`src/rtl/uart_tx_if.sv`:
```
// Byte-level transmit interface between a serial byte client and uart_tx.
// Handshake: the client may pulse txStart for one cycle whenever it has seen
// txBusy low; the byte on txData is taken on that edge only. txBusy rises on
// the following edge, so seeing txBusy high one cycle after the pulse means
// the byte was accepted. txStart while txBusy is high is ignored.
interface uart_tx_if;
   logic       txStart;
   logic [7:0] txData;
   logic       txBusy;
   logic       tx;

   modport master (output txStart, output txData, input txBusy, input tx);
   modport slave  (input txStart, input txData, output txBusy, output tx);
endinterface

```
`src/rtl/uart_tx.sv`:
```
// UART transmitter: start bit, 8 data bits LSB first, optional parity bit,
// one or two stop bits. tx and txBusy come straight from flops.
module uart_tx #(
   parameter int CLKS_PER_BIT = 434,
   parameter int PARITY       = 0,
   parameter int STOP_BITS    = 1
) (
   input  logic         clk,
   input  logic         rst_n,
   uart_tx_if.slave     bus,
   output logic [2:0]   dbg_state
);

   localparam int W = (CLKS_PER_BIT > 1) ? $clog2(CLKS_PER_BIT) : 1;
   localparam logic [W-1:0] BAUD_LAST = W'(CLKS_PER_BIT - 1);

   typedef enum logic [2:0] {
      IDLE  = 3'd0,
      START = 3'd1,
      DATA  = 3'd2,
      PAR   = 3'd3,
      STOP  = 3'd4
   } state_t;

   state_t       state_q, state_n;
   logic [W-1:0] baud_q, baud_n;
   logic [2:0]   idx_q, idx_n;
   logic         stop_q, stop_n;
   logic [7:0]   sh_q, sh_n;
   logic         par_q, par_n;
   logic         tx_q, tx_n;
   logic         busy_q, busy_n;
   logic         baud_end;

   assign baud_end   = (baud_q == BAUD_LAST);
   assign bus.tx     = tx_q;
   assign bus.txBusy = busy_q;
   assign dbg_state  = state_q;

   // State and datapath registers; reset aborts any frame in flight.
   always_ff @(posedge clk) begin
      if (!rst_n) begin
         state_q <= IDLE;
         baud_q  <= '0;
         idx_q   <= '0;
         stop_q  <= 1'b0;
         sh_q    <= '0;
         par_q   <= 1'b0;
         tx_q    <= 1'b1;
         busy_q  <= 1'b0;
      end else begin
         state_q <= state_n;
         baud_q  <= baud_n;
         idx_q   <= idx_n;
         stop_q  <= stop_n;
         sh_q    <= sh_n;
         par_q   <= par_n;
         tx_q    <= tx_n;
         busy_q  <= busy_n;
      end
   end

   // Next state plus the line level / busy flag for the coming cycle, so the
   // outputs can be registered without adding a cycle of latency.
   always_comb begin
      state_n = state_q;
      baud_n  = baud_q;
      idx_n   = idx_q;
      stop_n  = stop_q;
      sh_n    = sh_q;
      par_n   = par_q;
      tx_n    = tx_q;
      busy_n  = busy_q;

      case (state_q)
         IDLE: begin
            tx_n   = 1'b1;
            busy_n = 1'b0;
            baud_n = '0;
            if (bus.txStart) begin
               sh_n    = bus.txData;
               par_n   = (PARITY == 1) ? ~(^bus.txData) : (^bus.txData);
               state_n = START;
               tx_n    = 1'b0;
               busy_n  = 1'b1;
            end
         end
         START: begin
            if (baud_end) begin
               baud_n  = '0;
               idx_n   = 3'd0;
               state_n = DATA;
               tx_n    = sh_q[0];
            end else begin
               baud_n = baud_q + W'(1);
            end
         end
         DATA: begin
            if (baud_end) begin
               baud_n = '0;
               if (idx_q == 3'd7) begin
                  stop_n = 1'b0;
                  if (PARITY != 0) begin
                     state_n = PAR;
                     tx_n    = par_q;
                  end else begin
                     state_n = STOP;
                     tx_n    = 1'b1;
                  end
               end else begin
                  idx_n = idx_q + 3'd1;
                  sh_n  = {1'b0, sh_q[7:1]};
                  tx_n  = sh_q[1];
               end
            end else begin
               baud_n = baud_q + W'(1);
            end
         end
         PAR: begin
            if (baud_end) begin
               baud_n  = '0;
               stop_n  = 1'b0;
               state_n = STOP;
               tx_n    = 1'b1;
            end else begin
               baud_n = baud_q + W'(1);
            end
         end
         STOP: begin
            tx_n = 1'b1;
            if (baud_end) begin
               baud_n = '0;
               if ((STOP_BITS == 2) && !stop_q) begin
                  stop_n = 1'b1;
               end else begin
                  stop_n  = 1'b0;
                  state_n = IDLE;
                  busy_n  = 1'b0;
               end
            end else begin
               baud_n = baud_q + W'(1);
            end
         end
         default: begin
            state_n = IDLE;
            baud_n  = '0;
            tx_n    = 1'b1;
            busy_n  = 1'b0;
         end
      endcase
   end

endmodule

```
`src/flat_wrapper.sv`:
```
// flat-port wrapper written by rule: the top's interface ports become plain ports
module uart_tx_flat 
#(
   parameter int CLKS_PER_BIT = 434,
   parameter int PARITY       = 0,
   parameter int STOP_BITS    = 1
)
  (clk, rst_n, dbg_state, bus_txStart, bus_txData, bus_txBusy, bus_tx);
  uart_tx_if bus_i ();
  input  logic clk;
  input  logic rst_n;
  output logic [2:0] dbg_state;
  input wire logic [$bits(bus_i.txStart)-1:0] bus_txStart;
  input wire logic [$bits(bus_i.txData)-1:0] bus_txData;
  output wire logic [$bits(bus_i.txBusy)-1:0] bus_txBusy;
  output wire logic [$bits(bus_i.tx)-1:0] bus_tx;
  assign bus_i.txStart = bus_txStart;
  assign bus_i.txData = bus_txData;
  assign bus_txBusy = bus_i.txBusy;
  assign bus_tx = bus_i.tx;
  uart_tx #(.CLKS_PER_BIT(CLKS_PER_BIT), .PARITY(PARITY), .STOP_BITS(STOP_BITS)) u_core (.clk(clk), .rst_n(rst_n), .bus(bus_i), .dbg_state(dbg_state));
endmodule
```
`config.mk`:
```
export PLATFORM = sky130hd
export DESIGN_NAME = uart_tx_flat
export DESIGN_NICKNAME = d
export VERILOG_FILES = /design/src/rtl/uart_tx_if.sv /design/src/rtl/uart_tx.sv /design/src/flat_wrapper.sv
export SDC_FILE = /design/constraint.sdc
export NUM_CORES = 1
export LEC_CHECK = 0
export ABC_AREA = 1
export CORE_MARGIN = 3
export CORE_UTILIZATION = 45
export CTS_CLUSTER_DIAMETER = 120
export DETAILED_ROUTE_END_ITERATION = 8
export PLACE_DENSITY = 0.8
export SLEW_MARGIN = 20
export SYNTH_ARGS = -nofsm -noshare
export SYNTH_HDL_FRONTEND = slang
export SYNTH_SLANG_ARGS = --single-unit
```
`constraint.sdc`:
```
create_clock -name clk -period 1.48 [get_ports clk]
set_clock_uncertainty 0.15 [all_clocks]
set_input_delay 0.444 -clock clk [delete_from_list [all_inputs] [get_ports clk]]
set_output_delay 0.444 -clock clk [all_outputs]
set_load 0.05 [all_outputs]
```
**Word level (Yosys, flattened, before mapping)**

Cells that the tools add are included.

- Bits in registers: 25

- Equality and inequality tests: 13
- Reductions and logical operators: 11
- $add $sub $neg: 2
- Multiplexer cells: 23
- Bitwise logic cells: 3

Operator list:

| cell | count |
|---|---|
| $mux 3 | 8 |
| $mux 8 | 3 |
| $pmux 8 s2 | 1 |
| $pmux 3 s5 | 1 |
| $ne 2x1->1 const B | 5 |
| $add 9x1->9 const B | 1 |
| $eq 9x9->1 const B | 1 |
| $reduce_and 4->1 | 2 |
| $mux 1 | 7 |
| $eq 3x2->1 const B | 2 |
| $eq 3x3->1 const B | 2 |
| $pmux 3 s2 | 1 |
| $reduce_and 6->1 | 1 |
| $reduce_or 3->1 | 2 |
| $ne 2x2->1 const B | 2 |
| $pmux 1 s4 | 1 |
| $reduce_bool 2->1 | 2 |
| $reduce_or 4->1 | 1 |
| $add 3x1->3 const B | 1 |
| $eq 3x1->1 const B | 1 |
| $logic_not 3->1 | 1 |
| $not 1->1 | 3 |
| $pmux 1 s3 | 1 |
| $reduce_and 3->1 | 1 |
| $reduce_and 2->1 | 1 |

**Depth between registers and ports, before layout**

- Depth in word-level cells: 4
- Gate-level depth with buffers: 10
- Gate-level depth less buffers: 10

**Worst setup path before layout**

No wires, ideal clock.

- Path type: flip-flop to flip-flop
- Start point: register u_core.state_q[0] (netlist: u_core.dbg_state[0])
- End point: register u_core.sh_q[0]
- Period minus slack after synthesis: 1.712 ns
- Path slack: -0.232 ns
- Stages on the path, launching flop included: 8
- Data arrival time: 1.450 ns
- Buffers on the path: 0
- Library setup time: 0.112 ns
- Cell sequence: dfxtp_1 > inv_2 > nand4_2 > nand2_4 > nand2_4 > inv_4 > nor2_2 > nor2_2

- Longest elaborated chain between the ends: 3
- Elaborated cells on any way between the ends: 8

Ends and longest elaborated chain:

| item | line | text |
|---|---|---|
| from (decl) | uart_tx.sv:25 | `state_t state_q, state_n;` |
| from (signal assigned) | uart_tx.sv:52 | `state_q <= state_n;` |
| $eq 3x2->1 or $logic_not 3->1 (tied branches) | uart_tx.sv:75 | `case (state_q)` |
| $ne 2x2->1 (no line) (tied with other cells) | n/a |  |
| $reduce_and 4->1 (no line) | n/a |  |
| to (signal assigned) | uart_tx.sv:56 | `sh_q <= sh_n;` |
| to (decl) | uart_tx.sv:29 | `logic [7:0] sh_q, sh_n;` |

Several ways; a longest one is shown, not always the timed one.
A chain may end at the register's enable or synchronous reset.

**Worst setup path after layout**

- Start point: register u_core.idx_q[1]
- End point: register u_core.sh_q[2]

- Longest elaborated chain between the ends: 3

Ends and longest elaborated chain:

| item | line | text |
|---|---|---|
| from (decl) | uart_tx.sv:27 | `logic [2:0] idx_q, idx_n;` |
| from (signal assigned) | uart_tx.sv:54 | `idx_q <= idx_n;` |
| $eq 3x3->1 | uart_tx.sv:101 | `if (idx_q == 3'd7) begin` |
| $ne 2x2->1 (no line) | n/a |  |
| $reduce_and 4->1 (no line) | n/a |  |

Every way passes these cells.

==> flow_summary_export.csv <==
group,metric,value,unit
setup_path,r2r_cells,8,
clock_network,numCtsBuffers,3,
clock_network,root_buffer,"clkbuf_4",
setup_path,crit_path_cell_trace,"ha_4 -> ha_4 -> inv_4 -> nand4_4 -> nand2_4 -> nand3_1 -> nand2_1 -> nor2_2",
setup_path,required,1580,ps
placement,post-place-ws,-248,ps
synthesis,synth_area_leaders,"dfxtp_1 (35%), nand2_1 (13%), nor2_2 (6.6%)",
final_layout,regArea,519,um^2
final_layout,fillers,170,
global_route,grt_pass1_vias,1286,
detailed_routing,wl,4020,um
global_route,grt_max_degree,15,
clock_network,clk_latency,330,ps
die,rows,19,
detailed_routing,viasPerCell,5.19,
synthesis,syn-cell-area,1430,um^2
timing,finalMaxSlewViolations,0,
detailed_routing,drc_errors,0,
detailed_routing,drtPass1Iterations,4,
synthesis,synth-simple-area-share,44.0,%
synthesis,synth_edf_count,0,
global_route,use_met1,24.8,%
detailed_routing,vias,1479,
die,core_area,2880,um^2
final_layout,layout-drive-gt1-share,41.6,%
run_status,outcome,"complete, but fails checks",
final_layout,final_net_count,259,
min_path,hold_class,"reg -> reg",
flow_run,drv_cap,0,
synthesis,synth_adder_area_share,3.51,%
placement,routabilityCongestion,0.892,
setup_path,cp_max_fo,5,
synthesis,synth-compound-area-share,5.43,%
die,die_y,62.3,um
timing,hold_viol,0,
setup_path,path_common_cell,"ha_4",
placement,dpl-instance-area,1800,um^2
global_route,overflow,0,
final_layout,antenna_cells,0,
synthesis,synth.mux.area_fraction,0,%
timing,finalCritPeriodShare,105,%
global_route,met2_usage,28.8,%
power,vdd_drop_max,0.000742,V
clock_network,cts.htree.levels,1,
run_status,failed_checks,"setup timing",
placement,io_buffer_count,15,
global_route,antenna_found_initial,0,
timing,rsz0062_at_grt,"true",
clock_network,hold_buffers,0,
synthesis,yosys.cell_types.count,26,
setup_path,slowest_stage,"dfxtp_2",
synthesis,avgSynthCellArea,7.03,um^2
setup_path,slowest_delay,360,ps
power,p_leak,0.000937,uW
final_layout,synthToLayoutAreaGrowth,49.8,%
synthesis,yosysTopAreaCell,"dfxtp_1",
final_layout,multi_input_area,995,um^2
synthesis,ys_top_cells_by_count,"nand2_1 (51), dfxtp_1 (25), inv_1 (21)",
min_path,holdPathStages,1,
synthesis,ys.flop_type,"dfxtp_1",
global_route,grt_first_pass_wirelength,5750,um
clock_network,cts_tree,"done",
synthesis,synth_seq_area_share,35.1,%
timing,tightest_slew,271,ps
timing,fmax,645,MHz
placement,dp_hpwl,2270,um
global_route,track_usage,17.9,%
timing,period_minus_slack,1550,ps
synthesis,syn_inst,203,
synthesis,synth_top_family_by_area,"simple AND/OR/NAND/NOR gates",
timing,setup_ws,-69.7,ps
die,dieArea,3880,um^2
global_route,busiest_layer,"met2",
power,power.total,3410,uW
synthesis,synth_xor_area_share,1.84,%
die,io_pins,16,
setup_path,start_kind,"flop",
global_route,grtUsageMet3,1.98,%
detailed_routing,ant_nets,0,
power,powerDensity,1590,nW/um^2
timing,setup_violations,15,
detailed_routing,wl_per_cell,14.1,um
setup_path,worst_ep_arrival_time,1650,ps
synthesis,synth_most_common_cell,"nand2_1",
synthesis,synth_nets,218,
synthesis,synth_seq_cells,25,
clock_network,cts_buffer_depth,2,
die,start_util,49.6,%
clock_network,cts_sinks,25,
synthesis,synthArstFlopShare,0,%
clock_network,clk_pin_slew,140,ps
timing,slew_headroom,81.9,%
final_layout,final_cell_area,2140,um^2
synthesis,synth_warnings,0,
setup_path,worstSetupPathType,"reg -> reg",
die,die_width,62.3,um
synthesis,synth_top_cell_area_share,35.1,%
detailed_routing,dr.first_iter.drc_count,162,
setup_path,cp-end-kind,"flop",
[kinds of logic (layout without fill, tap and decap cells)]
family	count (synthesis)	count (layout)
AND/OR/NAND/NOR	124	125
buffers and inverters	33	72
flip-flops	25	25
AO/OA/AOI/OAI	14	14
adder cells (fa/ha/maj)	4	4
XOR/XNOR	3	3
[cells in the final DEF (no fill, tap or decap), types with 2 or more instances in the layout]
| master | instances |
|---|---|
| nand2_4 | 4 |
| xor2_1 | 3 |
| nand2_2 | 6 |
| nand3_1 | 11 |
| nand3_2 | 4 |
| buf_6 | 6 |
| nor2_2 | 12 |
| clkbuf_4 | 3 |
| nand3_4 | 3 |
| clkdlybuf4s50_1 | 10 |
| inv_2 | 8 |
| buf_4 | 17 |
| nor2_1 | 17 |
| nor3_1 | 2 |
| dfxtp_2 | 6 |
| dfxtp_1 | 16 |
| nand2_8 | 3 |
| nand2_1 | 44 |
| a21oi_1 | 7 |
| buf_12 | 6 |
| o21ai_1 | 4 |
| nor2_4 | 6 |
| dfxtp_4 | 3 |
| nand4_1 | 9 |
| inv_1 | 18 |
| ha_4 | 4 |
[sequential cells by signal (all words and copies together) (netlist names)]
| name | count |
|---|---|
| u_core.dbg_state | 3 |
| u_core.idx_q | 3 |
| u_core.bus.tx | 1 |
| u_core.baud_q | 9 |
| u_core.sh_q | 8 |
| u_core.bus.txBusy | 1 |
[worst paths after layout]
check	startpoint	end	slack, ps
setup / recovery	u_core.idx_q[1]$_SDFFE_PN0P_	u_core.sh_q[2]$_SDFFE_PN0P_	-70
hold / removal	u_core.baud_q[0]$_SDFF_PP0_	u_core.baud_q[0]$_SDFF_PP0_	300
hold reg to reg	u_core.baud_q[0]$_SDFF_PP0_	u_core.baud_q[0]$_SDFF_PP0_	300
setup reg to reg	u_core.idx_q[1]$_SDFFE_PN0P_	u_core.sh_q[2]$_SDFFE_PN0P_	-70
[worst max-delay path: cells and delay by family, from the launching register on]
kind	cells	cell delay (ps)
adder cells (fa/ha/maj)	2	330
flip-flops	1	360
AND/OR/NAND/NOR	5	570
buffers and inverters	1	50
[per-stage QoR]
step / utilization [%] / hold WS [ps] / TNS, ps / instances
4_1_cts: 68.8 / 281 / -483 / 283
3_5_place_dp: 62.5 / 300 / -3150 / 272
6_report: 74.3 / 300 / -672 / 285
3_3_place_gp: 62.5 / 282 / -2960 / 272
5_1_grt: 74.3 / 321 / -1940 / 285
2_1_floorplan: - / 284 / 0 / 203
[power by group]
part           switching, uW  total [uW]  internal (uW)
Clock                    216         318            102
Combinational           1180        2040            859
Sequential               174        1050            872
[layout make-up]
class | count | share of cell area [%]
Inverter | 29 | 6.03
Multi-Input combinational cell | 146 | 46.5
Timing Repair Buffer | 39 | 19.4
Sequential cell | 25 | 24.3
Clock inverter | 1 | 0.234
Clock buffer | 3 | 1.05
Tap cell | 42 | 2.46
[layer usage]
layer / routed length [um] / share of wire [%] / vias to the layer above
li1: - / - / 727
met1: 1740 / 43 / 670
met2: 1970 / 49 / 75
met3: 239 / 6.0 / 7
met4: 60 / 1.5 / 0
met5: 0 / 0 / -
[timing repair]
item | CTS | global route
gates cloned | 1 | 0
setup buffers | 6 | 2
hold endpoints to repair | 0 | 0
pin swaps | 9 | 15
resized for setup | 25 | 34
endpoints found under the setup margin | 21 | 27
(Power assumes the default switching activity.)
